--- src/rtl/neuron_accumulator.sv ---
// Serial saturating accumulator neuron: sums a frame of ternary products, thresholds at frame close.
// Optional build macro NEURON_LEAK_EN carries a halved residual of the previous frame into the next.
module neuron_accumulator #(
    parameter int N_INPUTS = 16,
    parameter int ACC_W    = 5
) (
    input  logic             clk,
    input  logic             rst,
    input  logic             in_valid,
    output logic             in_ready,
    input  logic [1:0]       in_y,
    input  logic             in_last,
    input  logic [ACC_W-1:0] threshold,
    output logic             out_valid,
    input  logic             out_ready,
    output logic             out_spike,
    output logic [ACC_W-1:0] out_sum
);

    localparam int CNT_W = (N_INPUTS > 1) ? $clog2(N_INPUTS) : 1;
    localparam logic [CNT_W-1:0] LAST_CNT = CNT_W'(N_INPUTS - 1);
    localparam logic signed [ACC_W-1:0] ACC_MAX = {1'b0, {(ACC_W-1){1'b1}}};
    localparam logic signed [ACC_W-1:0] ACC_MIN = {1'b1, {(ACC_W-1){1'b0}}};

    typedef enum logic {ACCUM, HOLD} state_t;

    state_t                  state;
    logic signed [ACC_W-1:0] acc;
    logic [CNT_W-1:0]        cnt;
    logic [1:0]              y_val;
    logic [ACC_W:0]          sum_ext;
    logic signed [ACC_W-1:0] sum_sat;
    logic signed [ACC_W-1:0] start_val;
    logic                    take;
    logic                    close;

    assign in_ready = (state == ACCUM);
    assign take     = in_valid && in_ready;
    assign close    = take && (in_last || (cnt == LAST_CNT));

    // 2'b10 is not a legal product and contributes nothing
    always_comb begin
        y_val = 2'b00;
        case (in_y)
            2'b01:   y_val = 2'b01;
            2'b11:   y_val = 2'b11;
            default: y_val = 2'b00;
        endcase
    end

    assign sum_ext = {acc[ACC_W-1], acc} + {{(ACC_W-1){y_val[1]}}, y_val};
    assign sum_sat = (sum_ext[ACC_W] != sum_ext[ACC_W-1])
                     ? (sum_ext[ACC_W] ? ACC_MIN : ACC_MAX)
                     : sum_ext[ACC_W-1:0];

`ifdef NEURON_LEAK_EN
    // A spiking neuron resets; otherwise half the potential leaks into the next frame
    assign start_val = out_spike ? '0 : ($signed(out_sum) >>> 1);
`else
    assign start_val = '0;
`endif

    always_ff @(posedge clk or posedge rst) begin
        if (rst) begin
            state     <= ACCUM;
            acc       <= '0;
            cnt       <= '0;
            out_valid <= 1'b0;
            out_spike <= 1'b0;
            out_sum   <= '0;
        end else begin
            case (state)
                ACCUM: begin
                    if (close) begin
                        out_sum   <= sum_sat;
                        out_spike <= (sum_sat >= $signed(threshold));
                        out_valid <= 1'b1;
                        cnt       <= '0;
                        state     <= HOLD;
                    end else if (take) begin
                        acc <= sum_sat;
                        cnt <= cnt + 1'b1;
                    end
                end
                HOLD: begin
                    if (out_ready) begin
                        out_valid <= 1'b0;
                        acc       <= start_val;
                        state     <= ACCUM;
                    end
                end
                default: state <= ACCUM;
            endcase
        end
    end

endmodule

--- config.mk ---
export PLATFORM = sky130hd
export DESIGN_NAME = neuron_accumulator
export DESIGN_NICKNAME = d
export VERILOG_FILES = /design/src/rtl/neuron_accumulator.sv
export SDC_FILE = /design/constraint.sdc
export NUM_CORES = 1
export LEC_CHECK = 0
export ABC_AREA = 1
export ABC_CLOCK_PERIOD_IN_PS = 6400
export CAP_MARGIN = 20
export CORE_MARGIN = 4
export CORE_UTILIZATION = 45
export CTS_CLUSTER_SIZE = 12
export DETAILED_ROUTE_END_ITERATION = 6
export DONT_BUFFER_PORTS = 1
export GPL_TIMING_DRIVEN = 0
export PLACE_DENSITY = 0.58
export REMOVE_ABC_BUFFERS = 1
export SLEW_MARGIN = 20
export SYNTH_ARGS = -nofsm -noshare
export SYNTH_HDL_FRONTEND = slang
export SYNTH_SLANG_ARGS = --single-unit
--- constraint.sdc ---
create_clock -name clk -period 6.4 [get_ports clk]
set_clock_uncertainty 0.2 [all_clocks]
set_input_delay 0.64 -clock clk [delete_from_list [all_inputs] [get_ports clk]]
set_output_delay 0.64 -clock clk [all_outputs]
set_load 0.05 [all_outputs]
# Word level (Yosys, flattened, before mapping)
# Index checks and enable logic that the tools add are counted.
[op_classes] add_sub_neg=2 order_cmp=1 eq_ne=8 muxes=15 n_bitwise=1 n_reduce_logical=8
[ops] op="$mux 5" count=5
[ops] op="$pmux 5 s2" count=1
[ops] op="$mux 4" count=2
[ops] op="$add 5x2->6" count=1
[ops] op="$reduce_and 2->1" count=3
[ops] op="$ge 5x5->1" count=1
[ops] op="$add 4x1->4 const B" count=1
[ops] op="$eq 4x4->1 const B" count=1
[ops] op="$mux 1" count=4
[ops] op="$ne 2x1->1 const B" count=2
[ops] op="$ne 2x2->1 const B" count=2
[ops] op="$pmux 1 s2" count=2
[ops] op="$pmux 2 s2" count=1
[ops] op="$reduce_and 3->1" count=1
[ops] op="$eq 2x1->1 const B" count=1
[ops] op="$eq 2x2->1 const B" count=1
[ops] op="$logic_and 1x1->1" count=2
[ops] op="$reduce_bool 2->1" count=1
[ops] op="$logic_or 1x1->1" count=1
[ops] op="$ne 1x1->1" count=1
[ops] op="$not 1->1" count=1
[word_totals] ff_bits=17 input_bits=12 output_inout_bits=8 elab_cells=41

# Logic depth before layout (Yosys ltp)
[logic_depth] depth_word=8 mapped_depth=22

# Worst setup path before layout
# No wires, ideal clock.
[synth_timing] kind="input-to-reg" start="input in_y[0]" end="register out_spike" arrival_ps=2868 t_required_ps=6079 path_slack_ps=3211 stages=17 path_buffers=0 cell_sequence="nand2_2 inv_1 ha_1 inv_1 o21bai_1 nor2_1 nand3_1 nand2_2 nand2_4 nand2_2 nand2_1 ha_1 o21a_1 o21a_1 o21ai_0 nand2_1 a22o_1"
[synth_between] elab_chain_len=6
[synth_rtl] item="start, declared" line="11" source="input logic [1:0] in_y,"
[synth_rtl] item="$eq 2x2->1 / $eq 2x1->1 (equally long branches)" line="44" source="case (in_y)"
[synth_rtl] item="$pmux 2 s2 *" line="44"
[synth_rtl] item="$add 5x2->6 *" line="51" source="assign sum_ext = {acc[ACC_W-1], acc} + {{(ACC_W-1){y_val[1]}}, y_val};"
[synth_rtl] item="$mux 5 / $ne 1x1->1 (equally long branches)" line="53, 52"
[synth_rtl] item="$mux 5 *" line="53" source="? (sum_ext[ACC_W] ? ACC_MIN : ACC_MAX)"
[synth_rtl] item="$ge 5x5->1 *" line="76" source="out_spike <= (sum_sat >= $signed(threshold));"
[synth_rtl] item="end signal, assigned" line="76"
[synth_rtl] item="end, declared" line="16" source="output logic out_spike,"
# Every way passes the cells marked *; elsewhere a longest branch is shown, timed or not.
# A chain may end at the register's enable or synchronous reset.

# Worst setup path in the final report
# Ends and elaborated chain as after synthesis.

==> out/qor.txt <==
Area delta synth->final - 4.66%
Cell Area, Placed - 0.00121 mm2
Worst slew margin - 58.7%
WS Path Type - input pin to flop
Synth Area per Inst - 7.48 um2
Die H - 59.2 um
Initial Util - 47.2%
DRT Wirelength - 2180 um
Worst path cell trace - nand2_2 > inv_1 > ha_1 > inv_1 > o21bai_1 > nor2_1 > nand3_1 > nand2_2 > nand2_4 > nand2_2 > nand2_1 > ha_1 > o21a_1 > o21a_1 > o21ai_0 > nand2_1 > a22o_1
Die Width - 59.2 um
Status - finished clean
Synth Register Bits - 17
TritonCTS Buffers - 3
Post-CTS Hold Fix Bufs - 0
Most common cell after layout, fill and taps aside - nand2_1
Root Driver - clkbuf_4
Crit Reg-Reg Startpoint - acc[4]$_DFFE_PP0P_
1st-iter DRT viols - 50
Adder-Cell Fraction of Synth Area - 9.53%
Worst Tran Pin Value - 619 ps
Share of cells above drive strength 1 - 14.4%
Mapped Area - 0.00118 mm2
Clock sinks - 17
Grt ovf - 0
Total power - 582 uW
Vias per std cell - 5.00
Post-route minimum period - 3110 ps
Setup TNS - 0 ps
CP Launch Type - input pin
P_leak - 0.708 nW
Post-CTS setup buffers - 0
Fmax - 0.321 GHz
Crit path max fanout - 7
Cells after synthesis - 158
CP max-delay cell - ha_1
HPWL Detailed - 1750 um
Min-delay worst type - input pin to async pin
Main combinational cell family by area after synthesis - simple AND/OR/NAND/NOR gates
Compound-Gate Fraction of Synth Area - 8.69%
Synth cell types - 23
DRC errors left - 0
Most frequent cells in the layout - nand2_1 (44), inv_1 (27), nand3_1 (17), dfrtp_1 (17), nand2_2 (12)
Post-synthesis xor/xnor area fraction - 2.22%
Design area - 0.00124 mm2
Vias after detailed routing - 950
Antenna cells - 0
First-pass GRT wire length - 3840 um
Slew Limit Fails - 0
Reg clk slew, reported paths - 100 ps
Simple-Gate Fraction of Synth Area - 33.9%
Global Route Usage Sum - 14.2%
Final-report hold violation count - 0
Die ar. - 0.00351 mm2
Core box area - 0.00250 mm2
Crit-path leading delay family - simple AND/OR/NAND/NOR gates
CP Capture Type - flop
Later-pin clock latency in the skew report - 300 ps
Peak supply drop - 0.277 mV
Fin crit share - 48.7%
Pwr dens - 470 mW/mm2
Cts repair resizes - 0
Rows - 18
Maxcap violations - 0
Final setup vio count - 0
Antenna violations before repair - 0
I/O Pins - 20
CTS max path bufs - 2
CP arrival - 3110 ps
Ys Warns - 0
Register area share after synthesis - 36.0%
# port buffers - 0
Crit. Startpoint - in_y[0]
Wire length per cell - 11.5 um
Max stage delay on crit path - 330 ps
CP Data Required Time - 6400 ps
Via count of the first global-routing pass - 893
# nets final - 182
Largest net degree at the start of global routing - 18
CTS tree - built
Top cell by count, worst path - nand2_2
Mux contribution to synthesized area - 0%
WP buf/inv - 2
Gpl congestion - 0.827
RSZ-0062 raised after global routing - false
Pre-antenna DRT Iters - 4
H-tree levels - 1
Final ANT Viol Nets - 0
Final core occ - 49.4%
[where the power goes]
group	internal (mW)	switching, mW	total [mW]
logic	0.104	0.165	0.269
registers	0.149	0.106	0.254
clock network	0.0238	0.0348	0.0586
[final cells by class]
class | count | area [um2]
clock buffer | 3 | 22.5
clock inverter | 1 | 7.51
fill | 260 | 1260
inverter | 27 | 101
multi-input combinational | 112 | 642
sequential | 17 | 425
tap | 30 | 37.5
[through the flow]
| step | setup WS (ps) | hold WS [ps] | std cells |
|---|---|---|---|
| CTS | 3260 | 108 | 190 |
| finish | 3290 | 91.6 | 190 |
| global placement | 2980 | 281 | 186 |
| detailed placement | 2930 | 282 | 186 |
| floorplan | 3210 | 256 | 156 |
| global route | 3070 | 121 | 190 |
[path summary, 6_finish.rpt]
path / end / slack, ps / cells after the start
setup / recovery: out_spike$_DFFE_PP0P_ / 3290 / 17
hold / removal: out_sum[2]$_DFFE_PP0P_ / 90 / 1
setup reg to reg: out_spike$_DFFE_PP0P_ / 3400 / 15
hold reg to reg: acc[0]$_DFFE_PP0P_ / 310 / 2
max in group asynchronous: cnt[1]$_DFFE_PP0P_ / 5500 / 1
min in group clk: state$_DFF_PP0_ / 230 / 1
[cells in the mapped netlist]
master | number | area share [%]
a21oi_1 | 3 | 1.3
xnor2_1 | 1 | 0.74
ha_1 | 9 | 9.5
nand2_1 | 44 | 14
o21ai_2 | 1 | 0.74
nor2_1 | 5 | 1.6
nor2_2 | 2 | 1.1
dfrtp_1 | 17 | 36
nand3_4 | 1 | 1.5
nand3_2 | 1 | 0.85
o21ai_0 | 6 | 2.5
nand3_1 | 17 | 7.2
clkbuf_1 | 1 | 0.32
a22o_1 | 2 | 1.5
nand2_2 | 12 | 6.4
inv_1 | 27 | 8.6
nor3_1 | 1 | 0.42
xor2_1 | 2 | 1.5
o21bai_1 | 1 | 0.64
a31o_2 | 1 | 0.74
nand2_4 | 1 | 0.95
dlygate4sd1_1 | 1 | 0.74
o21a_1 | 2 | 1.3
[worst reg2reg max path, cell delays in order (launching register included)]
cell,delay [ps]
dfrtp_1,410
ha_1,360
inv_1,150
o21bai_1,90
nor2_1,130
nand3_1,160
nand2_2,180
nand2_4,90
nand2_2,80
nand2_1,60
ha_1,260
o21a_1,180
o21a_1,160
o21ai_0,150
nand2_1,80
a22o_1,180
[state kept, by name (all words and copies together) (netlist names)]
register	cells
acc	5
out_valid	1
state	1
out_spike	1
out_sum	5
cnt	4
[cell families after synthesis]
logic type      Yosys count
flops                    17
fa+ha+maj                 9
xor+xnor                  3
simple gates             84
compound gates           16
buf+inv                  29
[layer usage]
layer | routed length [um] | GRT usage, %
met3 | 130 | 5.88
met4 | 9 | 2.91
met5 | 0 | 0
met1 | 1070 | 18.9
met2 | 973 | 21.7
(Power assumes the default switching activity.)
